==> src/rtl/fetch_stage_if.sv <==
// fetch_stage_if
//   Groups the fetch stage's bus-side signals: the redirect/halt decision
//   from execute, the hazard stall, the instruction-memory address/data
//   pair and the IF/ID pipeline register outputs with status.
//   master : the surrounding core (drives Stall/PcSel/BrPC/HaltSel/Instr)
//   slave  : the fetch stage (drives Pc_Out, IF/ID and status outputs)
interface fetch_stage_if #(
   parameter int PC_W = 9
);
   logic            Stall;
   logic            PcSel;
   logic [31:0]     BrPC;
   logic            HaltSel;
   logic [31:0]     Instr;
   logic [PC_W-1:0] Pc_Out;
   logic [PC_W-1:0] IfId_PC;
   logic [31:0]     IfId_Instr;
   logic            IfId_Valid;
   logic            Halted;
   logic            MisalignErr;
   logic [31:0]     FetchCount;

   modport master (
      output Stall, PcSel, BrPC, HaltSel, Instr,
      input  Pc_Out, IfId_PC, IfId_Instr, IfId_Valid, Halted, MisalignErr, FetchCount
   );

   modport slave (
      input  Stall, PcSel, BrPC, HaltSel, Instr,
      output Pc_Out, IfId_PC, IfId_Instr, IfId_Valid, Halted, MisalignErr, FetchCount
   );
endinterface

==> src/rtl/fetch_stage.sv <==
// fetch_stage
//   Instruction-fetch stage of the pipelined RV32 core. Owns the PC, drives
//   the instruction-memory address, registers the fetched word into IF/ID,
//   applies execute-stage redirects and runs a halt-drain sequence before
//   reporting Halted.
//   clk   : rising-edge clock
//   reset : synchronous, active-low (0 = reset)
//   bus   : fetch_stage_if.slave (Stall, PcSel, BrPC, HaltSel, Instr in;
//           Pc_Out, IfId_PC, IfId_Instr, IfId_Valid, Halted, MisalignErr,
//           FetchCount out)
module fetch_stage #(
   parameter int          PC_W         = 9,
   parameter int          DRAIN_CYCLES = 3,
   parameter logic [31:0] NOP          = 32'h0000_0013
) (
   input  logic          clk,
   input  logic          reset,
   fetch_stage_if.slave  bus
);

   typedef enum logic [1:0] {
      RUN        = 2'd0,
      HALT_DRAIN = 2'd1,
      HALTED     = 2'd2
   } state_t;

   state_t          state_q, state_d;
   logic [PC_W-1:0] pc_q, pc_d;
   logic [PC_W-1:0] ifid_pc_q, ifid_pc_d;
   logic [31:0]     ifid_instr_q, ifid_instr_d;
   logic            ifid_valid_q, ifid_valid_d;
   logic            misalign_q, misalign_d;
   logic [31:0]     fetch_count_q, fetch_count_d;
   logic [3:0]      drain_q, drain_d;
   logic            halted;

   // Upper redirect bits beyond the PC width are intentionally dropped.
   logic unused_brpc_hi;
   assign unused_brpc_hi = ^bus.BrPC[31:PC_W];

   // State register
   always_ff @(posedge clk) begin
      if (!reset) begin
         state_q       <= RUN;
         pc_q          <= '0;
         ifid_pc_q     <= '0;
         ifid_instr_q  <= NOP;
         ifid_valid_q  <= 1'b0;
         misalign_q    <= 1'b0;
         fetch_count_q <= '0;
         drain_q       <= '0;
      end else begin
         state_q       <= state_d;
         pc_q          <= pc_d;
         ifid_pc_q     <= ifid_pc_d;
         ifid_instr_q  <= ifid_instr_d;
         ifid_valid_q  <= ifid_valid_d;
         misalign_q    <= misalign_d;
         fetch_count_q <= fetch_count_d;
         drain_q       <= drain_d;
      end
   end

   // Next-state logic
   always_comb begin
      state_d       = state_q;
      pc_d          = pc_q;
      ifid_pc_d     = ifid_pc_q;
      ifid_instr_d  = ifid_instr_q;
      ifid_valid_d  = ifid_valid_q;
      misalign_d    = misalign_q;
      fetch_count_d = fetch_count_q;
      drain_d       = drain_q;

      case (state_q)
         RUN: begin
            if (bus.PcSel) begin
               // Redirect beats Stall; target forced word aligned, the
               // dropped low bits are flagged sticky.
               pc_d         = {bus.BrPC[PC_W-1:2], 2'b00};
               ifid_pc_d    = '0;
               ifid_instr_d = NOP;
               ifid_valid_d = 1'b0;
               if (bus.BrPC[1:0] != 2'b00) begin
                  misalign_d = 1'b1;
               end
               if (bus.HaltSel) begin
                  drain_d = 4'(DRAIN_CYCLES - 1);
                  state_d = HALT_DRAIN;
               end
            end else if (!bus.Stall) begin
               pc_d          = pc_q + PC_W'(4);
               ifid_pc_d     = pc_q;
               ifid_instr_d  = bus.Instr;
               ifid_valid_d  = 1'b1;
               fetch_count_d = fetch_count_q + 32'd1;
            end
         end
         HALT_DRAIN: begin
            // IF/ID was flushed on entry and simply holds here.
            if (drain_q == 4'd0) begin
               state_d = HALTED;
            end else begin
               drain_d = drain_q - 4'd1;
            end
         end
         HALTED: begin
            state_d = HALTED;
         end
         default: begin
            state_d = RUN;
         end
      endcase
   end

   // Output logic
   always_comb begin
      halted = (state_q == HALTED);
   end

   assign bus.Pc_Out      = pc_q;
   assign bus.IfId_PC     = ifid_pc_q;
   assign bus.IfId_Instr  = ifid_instr_q;
   assign bus.IfId_Valid  = ifid_valid_q;
   assign bus.Halted      = halted;
   assign bus.MisalignErr = misalign_q;
   assign bus.FetchCount  = fetch_count_q;

endmodule

==> src/flat_wrapper.sv <==
// flat-port wrapper written by rule: the top's interface ports become plain ports
module fetch_stage_flat 
#(
   parameter int          PC_W         = 9,
   parameter int          DRAIN_CYCLES = 3,
   parameter logic [31:0] NOP          = 32'h0000_0013
)
  (clk, reset, bus_Stall, bus_PcSel, bus_BrPC, bus_HaltSel, bus_Instr, bus_Pc_Out, bus_IfId_PC, bus_IfId_Instr, bus_IfId_Valid, bus_Halted, bus_MisalignErr, bus_FetchCount);
  fetch_stage_if #(.PC_W(PC_W)) bus_i ();
  input  logic clk;
  input  logic reset;
  input wire logic [$bits(bus_i.Stall)-1:0] bus_Stall;
  input wire logic [$bits(bus_i.PcSel)-1:0] bus_PcSel;
  input wire logic [$bits(bus_i.BrPC)-1:0] bus_BrPC;
  input wire logic [$bits(bus_i.HaltSel)-1:0] bus_HaltSel;
  input wire logic [$bits(bus_i.Instr)-1:0] bus_Instr;
  output wire logic [$bits(bus_i.Pc_Out)-1:0] bus_Pc_Out;
  output wire logic [$bits(bus_i.IfId_PC)-1:0] bus_IfId_PC;
  output wire logic [$bits(bus_i.IfId_Instr)-1:0] bus_IfId_Instr;
  output wire logic [$bits(bus_i.IfId_Valid)-1:0] bus_IfId_Valid;
  output wire logic [$bits(bus_i.Halted)-1:0] bus_Halted;
  output wire logic [$bits(bus_i.MisalignErr)-1:0] bus_MisalignErr;
  output wire logic [$bits(bus_i.FetchCount)-1:0] bus_FetchCount;
  assign bus_i.Stall = bus_Stall;
  assign bus_i.PcSel = bus_PcSel;
  assign bus_i.BrPC = bus_BrPC;
  assign bus_i.HaltSel = bus_HaltSel;
  assign bus_i.Instr = bus_Instr;
  assign bus_Pc_Out = bus_i.Pc_Out;
  assign bus_IfId_PC = bus_i.IfId_PC;
  assign bus_IfId_Instr = bus_i.IfId_Instr;
  assign bus_IfId_Valid = bus_i.IfId_Valid;
  assign bus_Halted = bus_i.Halted;
  assign bus_MisalignErr = bus_i.MisalignErr;
  assign bus_FetchCount = bus_i.FetchCount;
  fetch_stage #(.PC_W(PC_W), .DRAIN_CYCLES(DRAIN_CYCLES), .NOP(NOP)) u_core (.clk(clk), .reset(reset), .bus(bus_i));
endmodule
==> config.mk <==
export PLATFORM = sky130hd
export DESIGN_NAME = fetch_stage_flat
export DESIGN_NICKNAME = d
export VERILOG_FILES = /design/src/rtl/fetch_stage_if.sv /design/src/rtl/fetch_stage.sv /design/src/flat_wrapper.sv
export SDC_FILE = /design/constraint.sdc
export NUM_CORES = 1
export LEC_CHECK = 0
export BUFFER_PORTS_ARGS = -buffer_cell sky130_fd_sc_hd__buf_2
export CORE_AREA = 4 4 109 111
export CTS_BUF_LIST = sky130_fd_sc_hd__clkbuf_16
export CTS_CLUSTER_DIAMETER = 40
export CTS_CLUSTER_SIZE = 10
export DETAILED_ROUTE_END_ITERATION = 10
export DIE_AREA = 0 0 113 115
export GPL_ROUTABILITY_DRIVEN = 0
export GPL_TIMING_DRIVEN = 0
export SLEW_MARGIN = 20
export SYNTH_ARGS = -nofsm -noshare
export SYNTH_HDL_FRONTEND = slang
export SYNTH_SLANG_ARGS = --single-unit
==> constraint.sdc <==
create_clock -name clk -period 6.35 [get_ports clk]
set_input_delay 0.3175 -clock clk [delete_from_list [all_inputs] [get_ports clk]]
set_output_delay 0.3175 -clock clk [all_outputs]
set_load 0.005 [all_outputs]
==> out/qor.yml <==
path_cells: "inv_1 -> ha_1 -> nand4bb_1 -> clkbuf_1 -> or4_1 -> clkbuf_1 -> or4_1 -> a21oi_1"
rsz0062_at_grt: "no"
drc: 0
synthCells: 423
num_vias: 3729
clock_skew_ps: 6.48
critical_path_required_ps: 6620
area_growth_pct: 29.8
hold_path_class: "in2reg"
wl_mm: 10.7
io_buffer_count: 128
syn_area_um2: 3730
die_y_um: 115
final.min_clock_period_ps: 2550
grt.overflow.total: 0
fillCellCount: 1059
outcome: "finished clean"
grt_max_degree: 15
synth_seq_cells: 87
ir_drop_uv: 136
finalHoldViolations: 0
crit_path_start_kind: "flip-flop"
fmax_ghz: 0.392
viasPerCell: 5.27
dieArea_um2: 13000
synthTopCellsByArea: "dfxtp_1, a22oi_1, nor2_1"
core_area_um2: 10800
ys_seq_area_frac: 0.467
yosys.area.top_type: "dfxtp_1"
num_antenna_cells: 0
path_class: "reg2reg"
ant_nets: 0
p_per_area_nw_per_um2: 322
antenna_found_initial: 0
worst_pin_slew_ps: 571
cts_root_buffer: "clkbuf_16"
num_rows: 38
relSlewSlack: 0.619
p_int_uw: 1070
finalSetupTns_ps: 0
p_sw_uw: 493
grt_usage: 0.170
firstDrtPassIters: 5
critPathSlowestCell: "or4_1"
synth_cell_types: 50
setup_viol: 0
worstSetupEndpointType: "flip-flop"
ys_async_sr_fraction: 0
yosys_warnings: 0
hpwl_mm: 8.07
drive_gt1_frac: 0.275
grt_pass1_vias: 3655
maxCapViolCount: 0
synth-edff-count: 0
ios: 154
synth.top_cell.area_share: 0.467
post-route-util: 0.448
syn_area_per_cell_um2: 8.81
cts-buffers-inserted: 9
fin_crit_sh: 0.402
ctsResizeCount: 0
clkPwrFrac: 0.333
p_seq_frac: 0.419
cp.arrival_ps: 2820
p_leak_uw: 0.00201
wl_per_cell_um: 15.2
clockBufferDepth: 2
combPwrFrac: 0.248
nNetsFinal: 639
hold_buffers: 0
cts.sinks: 87
p_sw_frac: 0.316
cts_tree: "yes"
cts_setup_buffers: 0
start_util: 0.345
synthFlopType: "dfxtp_1"
grt_pass1_wl_mm: 18.0
clk-insertion-delay-late_ps: 330
cp_max_fo: 10
cpPeakStageDelay_ps: 530
clk_pin_slew_ps: 60
ctsHtreeMaxLevel: 3
final_max_slew_viol_count: 0
die_w_um: 113
drt_iter0_drc: 167
## placed cells by master, fill, tap and decap left out, types with 4 or more instances in the layout
cell / count
buf_2: 129
dfxtp_1: 87
nor2_1: 55
a22oi_1: 36
a21oi_1: 29
clkbuf_1: 24
nand2_1: 23
or4_1: 15
o21ai_0: 15
nand3_1: 14
inv_1: 13
or3_1: 11
o31ai_1: 11
nand4_1: 9
clkbuf_16: 9
ha_1: 7
mux2i_1: 6
nor4_1: 5
xnor2_1: 5
xor2_1: 5
nand2b_1: 5
a211oi_1: 5
o22ai_1: 4
## flip-flops by register name (all words and copies together), names as in the netlist
name and cells:
u_core.drain_q 4, u_core.state_q 2, u_core.bus.Pc_Out 7, u_core.bus.IfId_Instr 32
u_core.bus.FetchCount 32, u_core.bus.IfId_Valid 1, u_core.bus.IfId_PC 8, u_core.bus.MisalignErr 1
## layer usage
metal  GRT usage  vias up  share of wire
met5           0        -              0
met4      0.0713        0          0.019
met3      0.0595       15          0.094
met2       0.262      121           0.45
met1       0.216     1755           0.43
li1            -     1838              -
## path summary, 6_finish.rpt
check	from	end	slack (ps)	depth (start not counted)
min reg2reg	u_core.bus.FetchCount[31]	u_core.bus.FetchCount[31]	470	2
min	bus_Instr[1]	u_core.bus.IfId_Instr[1]	220	3
max reg2reg	u_core.state_q[0]	u_core.bus.FetchCount[26]	3800	8
max	u_core.state_q[0]	u_core.bus.FetchCount[26]	3800	8
## cell families after synthesis
family,synth area share
AO/OA/AOI/OAI,0.201
XOR/XNOR,0.0235
adder cells (fa/ha/maj),0.0235
buffers and inverters,0.0487
flip-flops,0.467
multiplexers,0.0191
other,0.00101
AND/OR/NAND/NOR,0.215
## critical path: cells and delay by family (launching register included)
kind / cells / cell delay, ps
simple gates: 3 / 1190
compound gates: 1 / 150
flops: 1 / 320
buf+inv: 3 / 540
fa+ha+maj: 1 / 290
## layout make-up
class,instances,area [um2],area share
clock inverters,7,65.1,0.0135
clock buffers,9,225,0.0466
inverters,14,52.6,0.0109
multi-input cells,294,1810,0.374
well taps,140,175,0.0362
plain buffers,29,129,0.0266
repair buffers,128,641,0.132
flip-flops and latches,87,1740,0.360
## stage by stage
step	setup WS (ps)	hold slack [ps]	instance area [um2]	instances	power [uW]
after floorplan	4060	447	3730	424	912
after global placement	3860	447	4550	692	1040
after detailed placement	3790	464	4550	692	1060
after CTS	3780	206	4840	708	1580
after global routing	3550	229	4840	708	1660
final	3800	222	4840	708	1560
## synth_stat cells (2+ instances only)
cell	n
a21oi_1	29
buf_4	3
o21a_1	2
or4b_2	2
nand4_1	9
nor2_1	55
xor2_1	5
nand3_1	14
ha_1	7
or3_1	11
a31oi_1	2
nand2_1	23
nand2b_1	5
clkbuf_1	24
a22oi_1	36
o41ai_1	2
o22ai_1	4
o311ai_0	2
a211oi_1	5
xnor2_1	5
nor3_1	2
nor4_1	5
inv_1	12
and4_1	2
or4_1	15
mux2i_1	6
and3_1	3
o21ai_0	15
o31ai_1	11
dfxtp_1	87
## power by group through the flow
stage / logic [uW] / clock network (uW) / registers (uW)
6_report: 387 / 518 / 653
5_1_grt: 444 / 557 / 662
4_1_cts: 392 / 533 / 654
3_5_place_dp: 392 / 0 / 664
3_3_place_gp: 380 / 0 / 664
2_1_floorplan: 254 / 0 / 658
No activity file was read; power rests on OpenSTA's default activity.
